<file path="config.mk">
export PLATFORM = sky130hd
export DESIGN_NAME = gap_cmd_sequencer
export DESIGN_NICKNAME = d
export VERILOG_FILES = /design/src/rtl/maze_pkg.sv /design/src/rtl/line_qual.sv /design/src/rtl/gap_cmd_sequencer.sv
export SDC_FILE = /design/constraint.sdc
export NUM_CORES = 1
export LEC_CHECK = 0
export ABC_AREA = 1
export CORE_MARGIN = 4
export CORE_UTILIZATION = 60
export CTS_CLUSTER_DIAMETER = 200
export DETAILED_ROUTE_END_ITERATION = 12
export PLACE_DENSITY = 0.84
export SYNTH_ARGS = -nofsm -noshare
export SYNTH_HDL_FRONTEND = slang
export SYNTH_SLANG_ARGS = --single-unit
</file>
<file path="constraint.sdc">
create_clock -name clk -period 2.64 [get_ports clk]
set_clock_uncertainty 0.05 [all_clocks]
set_input_delay 0.528 -clock clk [delete_from_list [all_inputs] [get_ports clk]]
set_output_delay 0.528 -clock clk [all_outputs]
set_load 0.03 [all_outputs]
</file>
<file path="src/rtl/maze_pkg.sv">
// rtl/maze_pkg.sv - shared state/action types and default cycle constants for the gap sequencer
package maze_pkg;

    typedef enum logic [1:0] {
        IDLE     = 2'd0,
        FOLLOW   = 2'd1,
        MANEUVER = 2'd2,
        HALT     = 2'd3
    } state_t;

    // Two-bit plan step, consumed LSB-first at each qualified gap
    typedef enum logic [1:0] {
        ACT_STOP   = 2'd0,
        ACT_VEER_R = 2'd1,
        ACT_VEER_L = 2'd2,
        ACT_TURN   = 2'd3
    } action_t;

    localparam int GAP_CYC_DEF     = 1024;
    localparam int REACQ_CYC_DEF   = 1024;
    localparam int TIMEOUT_CYC_DEF = 4194303;
    localparam int TMO_W           = 22;

endpackage

</file>
<file path="src/rtl/line_qual.sv">
// rtl/line_qual.sv - saturating consecutive-level qualifier with synchronous clear
module line_qual #(
    parameter int THRESH = 1024
) (
    input  logic clk,
    input  logic rst,
    input  logic en,
    input  logic level,
    input  logic clr,
    output logic hit
);

    localparam int W = $clog2(THRESH + 1);
    localparam logic [W-1:0] CNT_MAX  = W'(THRESH);
    localparam logic [W-1:0] CNT_LAST = W'(THRESH - 1);

    logic [W-1:0] count;

    // Any break in the level restarts the run; the count parks at THRESH
    always_ff @(posedge clk or posedge rst) begin
        if (rst) begin
            count <= '0;
        end else if (clr || !en || !level) begin
            count <= '0;
        end else if (count != CNT_MAX) begin
            count <= count + 1'b1;
        end
    end

    // Fires on the THRESH-th consecutive sampled cycle of the level
    assign hit = en && level && (count >= CNT_LAST);

endmodule

</file>
<file path="src/rtl/gap_cmd_sequencer.sv">
// rtl/gap_cmd_sequencer.sv - line-gap maneuver sequencer; optional GAP_TIMEOUT_EN maneuver timeout
module gap_cmd_sequencer
    import maze_pkg::*;
#(
    parameter int GAP_CYC     = GAP_CYC_DEF,
    parameter int REACQ_CYC   = REACQ_CYC_DEF,
    parameter int TIMEOUT_CYC = TIMEOUT_CYC_DEF
) (
    input  logic        clk,
    input  logic        RST,
    input  logic [15:0] cmd,
    input  logic        cmd_rdy,
    output logic        clr_cmd_rdy,
    input  logic        line_present,
    input  logic        BMPL_n,
    input  logic        BMPR_n,
    output logic        go,
    output logic        veer_left,
    output logic        veer_right,
    output logic        turn_around,
    output logic        buzz_en
);

    if (TIMEOUT_CYC < 1 || TIMEOUT_CYC > 4194303) begin : g_bad_timeout
        $error("TIMEOUT_CYC must fit the 22-bit maneuver timer");
    end

    state_t      state;
    logic [15:0] plan;
    logic        cmd_rdy_q;
    logic        accept;
    logic        bump;
    logic        gap_hit;
    logic        reacq_hit;
    logic        tmo_hit;
    logic        qual_clr;

    // A held cmd_rdy is acknowledged once, on its rising edge
    assign accept   = cmd_rdy && !cmd_rdy_q;
    assign bump     = ((state == FOLLOW) || (state == MANEUVER)) && (!BMPL_n || !BMPR_n);
    assign qual_clr = accept || bump || gap_hit || reacq_hit || tmo_hit;

    line_qual #(.THRESH(GAP_CYC)) u_gap_qual (
        .clk   (clk),
        .rst   (RST),
        .en    (state == FOLLOW),
        .level (!line_present),
        .clr   (qual_clr),
        .hit   (gap_hit)
    );

    line_qual #(.THRESH(REACQ_CYC)) u_reacq_qual (
        .clk   (clk),
        .rst   (RST),
        .en    (state == MANEUVER),
        .level (line_present),
        .clr   (qual_clr),
        .hit   (reacq_hit)
    );

`ifdef GAP_TIMEOUT_EN
    localparam logic [TMO_W-1:0] TMO_LAST = TMO_W'(TIMEOUT_CYC - 1);

    logic [TMO_W-1:0] tmo_cnt;

    always_ff @(posedge clk or posedge RST) begin
        if (RST) begin
            tmo_cnt <= '0;
        end else if ((state != MANEUVER) || qual_clr) begin
            tmo_cnt <= '0;
        end else if (tmo_cnt != TMO_LAST) begin
            tmo_cnt <= tmo_cnt + 1'b1;
        end
    end

    assign tmo_hit = (state == MANEUVER) && (tmo_cnt == TMO_LAST);
`else
    assign tmo_hit = 1'b0;
`endif

    always_ff @(posedge clk or posedge RST) begin
        if (RST) begin
            state       <= IDLE;
            plan        <= '0;
            cmd_rdy_q   <= 1'b0;
            clr_cmd_rdy <= 1'b0;
            go          <= 1'b0;
            veer_left   <= 1'b0;
            veer_right  <= 1'b0;
            turn_around <= 1'b0;
            buzz_en     <= 1'b0;
        end else begin
            cmd_rdy_q   <= cmd_rdy;
            clr_cmd_rdy <= accept;
            if (accept) begin
                plan <= cmd;
            end

            // Bump outranks a simultaneous accept; the command is still latched above
            if (bump || (!accept && tmo_hit)) begin
                state       <= HALT;
                go          <= 1'b0;
                veer_left   <= 1'b0;
                veer_right  <= 1'b0;
                turn_around <= 1'b0;
                buzz_en     <= 1'b1;
            end else if (accept) begin
                state       <= (cmd != 16'h0000) ? FOLLOW : IDLE;
                go          <= (cmd != 16'h0000);
                veer_left   <= 1'b0;
                veer_right  <= 1'b0;
                turn_around <= 1'b0;
                buzz_en     <= 1'b0;
            end else if (gap_hit) begin
                plan <= {2'b00, plan[15:2]};
                case (action_t'(plan[1:0]))
                    ACT_STOP: begin
                        state <= IDLE;
                        go    <= 1'b0;
                    end
                    ACT_VEER_R: begin
                        state      <= MANEUVER;
                        veer_right <= 1'b1;
                    end
                    ACT_VEER_L: begin
                        state     <= MANEUVER;
                        veer_left <= 1'b1;
                    end
                    ACT_TURN: begin
                        state       <= MANEUVER;
                        turn_around <= 1'b1;
                    end
                endcase
            end else if (reacq_hit) begin
                state       <= FOLLOW;
                veer_left   <= 1'b0;
                veer_right  <= 1'b0;
                turn_around <= 1'b0;
            end
        end
    end

endmodule

</file>
==> out/metrics.csv, run 1 <==
stage;metric;value;unit
outcome;status;complete, no violations;
logic_synthesis;async_flop_share;100;%
worst_setup_path;start_kind;input port;
sta;grt_setup_unrepaired;no;
logic_synthesis;synth_mux_area_share;0;%
die;die_h;72.7;microns
logic_synthesis;synthSimpleGateAreaFrac;27.1;%
clock_network;cts_resized;0;
grt;antenna_found_initial;0;
logic_synthesis;synth_top_cell_area_share;46.9;%
finish;area_growth;15.3;%
logic_synthesis;synthXorXnorAreaFrac;4.54;%
finish;drive_above_1_share;7.78;%
die;die_w;72.7;microns
clock_network;cts.clk_slew.worst_paths;80;ps
grt;grt_overflow;0;
logic_synthesis;synth_area_leaders;dfrtp_1, nand2_1, inv_1;
logic_synthesis;ys_top_cells_by_count;nand2_1, inv_1, dfrtp_1;
finish;nNetsFinal;362;
finish;fillCellCount;311;
worst_setup_path;worstPathCellList;clkdlybuf4s50_1 > inv_1 > or2_1 > nand2_1 > inv_2 > nand3_4 > o21ai_1 > inv_1;
place;place_congestion;0.783;
sta;setup_violations;0;
die;core_area;4030;sq um
worst_setup_path;end_kind;flop;
sta;max_freq;0.501;GHz
min_path;whs_endpoint;u_reacq_qual.count[0];
logic_synthesis;synth.most_common_cell;nand2_1;
power;power_density;684;nW/um^2
sta;hold_ws;416;ps
clock_network;worstSkewPairLatency;300;ps
worst_setup_path;cp-startpoint;cmd_rdy;
logic_synthesis;synth-seq-cells;47;
clock_network;postCtsSetupBuffers;0;
finish;diodes;0;
logic_synthesis;netlist_area;2510;sq um
die;io_pins;28;
place;port_buffers;27;
min_path;worstHoldStart;u_reacq_qual.count[0];
routing;drc_errors;0;
logic_synthesis;synth_top_family_by_area;simple AND/OR/NAND/NOR gates;
logic_synthesis;seq_area_frac_synth;46.9;%
power;p_leak;1.36;nW
die;start_util;62.3;%
min_path;min_path_cells;1;
finish;seq_area;1180;sq um
sta;fin_setup_tns;0;ps
worst_setup_path;max_stage_delay;420;ps
logic_synthesis;synthCells;305;
sta;hold_viol;0;
worst_setup_path;crit_arrival;2130;ps
place;hpwlAfterDp;3290;microns
clock_network;clockBufferDepth;2;
logic_synthesis;yosys_warnings;0;
power;vdd_drop_max;424;uV
worst_setup_path;crit_required;2770;ps
logic_synthesis;ys_types;31;
routing;drt_wl_total;4380;microns
finish;multi_input_area;1070;sq um
sta;maxSlewViolCount;0;
worst_setup_path;r2r_start;state[0];
routing;post_drt_wl_per_cell;11.4;microns
worst_setup_path;cpMostUsedCell;inv_1;
logic_synthesis;synth_top_area_cell;dfrtp_1;
clock_network;cts_buffers;5;
logic_synthesis;synth-adder-area-share;2.99;%
worst_setup_path;cp_max_fo;30;
clock_network;htreeDepth;2;
logic_synthesis;synth-edff-count;0;
flow_run;cap_viol_max_count;0;
clock_network;tritoncts;yes;
sta;min_period;2000;ps
die;rows;23;
logic_synthesis;synth_compound_area_share;7.73;%
routing;drt_iter0_drc;82;
sta;fin_crit_sh;75.7;%
grt;grt_max_degree;31;
clock_network;cts.sinks;47;
worst_setup_path;rr_endpoint;plan[7];
logic_synthesis;synth-main-ff-cell;dfrtp_1;
clock_network;hold_buffers;0;
worst_setup_path;worst-r2r-setup-slack;760;ps
die;die_area;5280;sq um
grt;grt_pass1_wl;7610;microns
routing;vias;1867;
routing;routed_via_density;4.86;
grt;grt_pass1_vias;1737;
min_path;min_path_type;reg -> reg;
clock_network;cts_root_buf;clkbuf_8;
logic_synthesis;avgSynthCellArea;8.23;sq um
worst_setup_path;critPathKind;in -> reg;
grt;grt_usage;18.7;%
power;power;1.98;mW
worst_setup_path;r2r_cells;8;
routing;postRouteAntennaNets;0;
routing;drt_pass1_iterations;6;
worst_setup_path;worst_path_max_delay_cell;clkdlybuf4s50_1;
-- worst max path at each step --
| stage | endpoint | slack, ps |
|---|---|---|
| floorplan | buzz_en | 950 |
| global placement | plan[10] | 390 |
| detailed placement | plan[7] | 330 |
| CTS | plan[7] | 640 |
| global route | plan[7] | 460 |
| finish | plan[7] | 640 |
-- layout make-up --
type | instances | area share (%)
clock buffers | 6 | 2.85
clock inverters | 1 | 0.173
inverters | 54 | 7.09
multi-input cells | 198 | 37.0
flip-flops and latches | 47 | 40.7
well taps | 50 | 2.16
repair buffers | 28 | 10.0
-- registers in the layout, summed over array words and instances (netlist names) --
| signal | count |
|---|---|
| u_reacq_qual.count | 11 |
| go | 1 |
| state | 2 |
| veer_right | 1 |
| cmd_rdy_q | 1 |
| turn_around | 1 |
| u_gap_qual.count | 11 |
| plan | 16 |
| clr_cmd_rdy | 1 |
| veer_left | 1 |
| buzz_en | 1 |
-- cells by family after synthesis --
logic type                 count (synthesis)
xor gates and xnor gates                  13
and+or+nand+nor                          141
DFF                                       47
buffers and inverters                     61
AOI/OAI and AO/OA                         36
adders and majority gates                  6
other                                      1
-- layout by cell type (no fill, tap or decap), types with 7 or more instances in the layout --
cell             instances
nand2_1                 72
inv_1                   49
dfrtp_1                 47
nor2_1                  32
clkdlybuf4s50_1         27
o21ai_0                 17
nand3_1                 15
o21ai_1                 13
xor2_1                   8
nand4_1                  7
-- worst max-delay path: cells and delay by family --
kind / cells / cell delay (ps)
buffers and inverters: 4 / 670
and+or+nand+nor: 3 / 660
AOI/OAI and AO/OA: 1 / 260
-- per-layer routing --
metal  vias up  GRT usage [%]  routed length, microns
li1        985              -                       -
met1       829           24.5                    1980
met2        43           30.4                    2100
met3        10           4.13                     199
met4         0           7.38                      95
met5         -              0                       0
-- power breakdown --
part	total, mW	switching, mW	leakage (nW)	internal [mW]
clock network	0.434	0.228	0.0470	0.206
registers	0.923	0.0789	0.590	0.844
logic	0.622	0.390	0.723	0.232
total	1.98	0.698	1.36	1.28
-- per-stage QoR --
stage | cell area [sq um] | setup slack, ps | utilization, % | cells
floorplan | 2510 | 946 | - | 306
global placement | 2810 | 392 | 69.6 | 377
detailed placement | 2810 | 326 | 69.6 | 377
CTS | 2890 | 644 | 71.8 | 384
global route | 2890 | 460 | 71.8 | 384
finish | 2890 | 643 | 71.8 | 384
Note: power is estimated with default switching activity, not from simulation.
==> run 2: changes to the inputs <==
Settings changed: CORE_UTILIZATION 60 to 50, PLACE_DENSITY 0.84 to 0.75.
Clock period 2.64 ns to 1.65 ns, I/O delays scaled along.
==> run 2 against run 1 <==
The run now ends with setup timing left. Sequential share of layout area is 5.3 points lower. Via count is 13% higher. First-iteration DRC count is 23% higher. Sequential cell count stayed put. Hold slack worse by 85 ps. Global-route usage is 1.4 points lower. Final cell count is 13% higher. Critical path depth stayed put. Critical endpoint is now plan[4]. Largest cell class unchanged.
==> out/metrics.csv, run 2 (synthesis gave the netlist of run 1 again) <==
stage;metric;value;unit
finish;mostFrequentLayoutCells;nand2_1, inv_1, dfrtp_1;
sta;setup_violations;1;
die;die_area;6210;sq um
power;pwr-share-comb;39.1;%
worst_setup_path;worstPathCellList;ha_1 > a21o_1 > nand2_1 > inv_2 > nand3_4 > buf_12 > o21ai_1 > inv_1;
sta;min_period;1670;ps
worst_setup_path;end_kind;flop;
worst_setup_path;worst_path_max_delay_cell;dfrtp_1;
place;placed_cell_area;3040;sq um
grt;grt_pass1_wl;8500;microns
routing;drc_errors;0;
routing;drt_pass1_iterations;4;
die;rows;25;
sta;final.setup.worst_slack;-23.9;ps
place;hpwlAfterDp;3550;microns
grt;antenna_found_initial;0;
flow_run;cap_viol_max_count;0;
routing;drt_wl_total;5230;microns
clock_network;htreeDepth;2;
routing;routed_via_density;4.85;
worst_setup_path;cp_max_fo;12;
clock_network;cts.clk_slew.worst_paths;80;ps
die;die_w;78.8;microns
sta;hold_viol;0;
clock_network;cts.sinks;47;
power;p_seq_share;40.4;%
clock_network;cts_root_buf;clkbuf_8;
sta;maxSlewViolCount;0;
routing;post_drt_wl_per_cell;12.1;microns
power;vdd_drop_max;513;uV
clock_network;worstSkewPairLatency;300;ps
sta;grt_setup_unrepaired;yes;
worst_setup_path;path_buf_inv;3;
grt;grt_overflow;0;
finish;top_register;plan;
finish;drive_above_1_share;21.0;%
min_path;min_path_type;in -> async;
worst_setup_path;start_kind;flop;
power;p_int;2.37;mW
worst_setup_path;worst-r2r-setup-slack;-20;ps
power;power.switching_fraction;35.5;%
place;place_congestion;0.794;
routing;postRouteAntennaNets;0;
finish;largest_reg_flops;16;
power;clkPwrFrac;20.5;%
finish;nNetsFinal;394;
routing;vias;2106;
clock_network;cts_buffers;5;
sta;max_freq;0.597;GHz
finish;final_core_util;69.4;%
die;core_area;4790;sq um
worst_setup_path;crit_required;1790;ps
finish;reg.largest.list;plan (16), u_gap_qual.count (11), u_reacq_qual.count (11);
clock_network;clockBufferDepth;2;
outcome;status;finished, violations left;
die;die_h;78.8;microns
place;port_buffers;27;
worst_setup_path;crit_arrival;1820;ps
worst_setup_path;max_stage_delay;410;ps
outcome;violations;setup timing;
power;p_leak;1.57;nW
worst_setup_path;crit_family;flip-flops;
grt;grt_pass1_vias;1994;
grt;grt_max_degree;48;
power;power_density;1110;nW/um^2
finish;layout_commonest_cell;nand2_1;
worst_setup_path;critPathKind;reg -> reg;
clock_network;hold_buffers;0;
die;start_util;52.4;%
routing;drt_iter0_drc;101;
power;switchingPower;1.30;mW
die;io_pins;28;
sta;fin_crit_sh;101;%
finish;area_growth;32.4;%
finish;fillCellCount;380;
grt;grt_usage;17.4;%
clock_network;tritoncts;yes;
finish;diodes;0;
finish;fin_area;3320;sq um
run 2: cell types whose count changed in the layout (fill, tap and decap cells not counted), sizes merged:
cell           previous run  this run
clkinv                    1         0
dlygate4sd2               0         6
clkbuf                    6         9
clkdlybuf4s50            27        21
buf                       1        32
run 2: through the flow:
| stage | setup TNS, ps | std cells | power [mW] | hold slack (ps) | setup slack [ps] |
|---|---|---|---|---|---|
| global placement | -5780 | 416 | 2.74 | 399 | -170 |
| global route | -1490 | 434 | 3.92 | 364 | -108 |
| finish | -23.9 | 434 | 3.68 | 331 | -23.9 |
| detailed placement | -6670 | 416 | 2.77 | 406 | -205 |
| floorplan | 0 | 306 | 2.22 | 311 | 111 |
| CTS | 0 | 424 | 3.51 | 343 | 9.43 |
run 2: worst paths after layout:
path,start,cells after the start,to
setup reg to reg,state[1],8,plan[4]
hold / removal,RST,3,cmd_rdy_q
setup / recovery,state[1],8,plan[4]
max in group asynchronous,RST,3,plan[12]
hold reg to reg,u_reacq_qual.count[0],1,u_reacq_qual.count[0]
min in group clk,u_reacq_qual.count[0],1,u_reacq_qual.count[0]
run 2: cell type report:
| type | count | area (sq um) | area share (%) |
|---|---|---|---|
| inverter | 54 | 215 | 6.48 |
| sequential | 47 | 1180 | 35.4 |
| timing repair buffer | 60 | 594 | 17.9 |
| clock buffer | 8 | 100 | 3.01 |
| tap | 67 | 83.8 | 2.52 |
| multi-input combinational | 198 | 1150 | 34.7 |
run 2: what timing repair did:
item | 4_1_cts | 5_1_grt
pin swaps | 0 | 6
cloned | 0 | 2
gates resized for setup | 7 | 25
endpoints found under the setup margin | 7 | 40
buffers inserted | 0 | 8
hold endpoints to repair | 0 | 0
run 2: power groups by stage:
stage | clock network [mW] | registers (mW) | logic [mW]
after floorplan | 0 | 1.54 | 0.685
after global placement | 0 | 1.49 | 1.25
after detailed placement | 0 | 1.49 | 1.28
after CTS | 0.771 | 1.47 | 1.26
after global routing | 0.822 | 1.51 | 1.59
final | 0.754 | 1.49 | 1.44
run 2: worst reg2reg max path: stages, from the launching register on:
cell	delay, ps
dfrtp_1	410
ha_1	280
a21o_1	130
nand2_1	70
inv_2	110
nand3_4	140
buf_12	180
o21ai_1	140
inv_1	60
run 2: per-layer routing:
metal  vias to the layer above  global-route usage (%)  part of all wire, %
met1                       982                    21.0                   42
met4                         0                    5.84                  1.3
met2                        58                    31.2                   52
li1                       1057                       -                    -
met3                         9                    3.29                  4.3
met5                         -                       0                    0
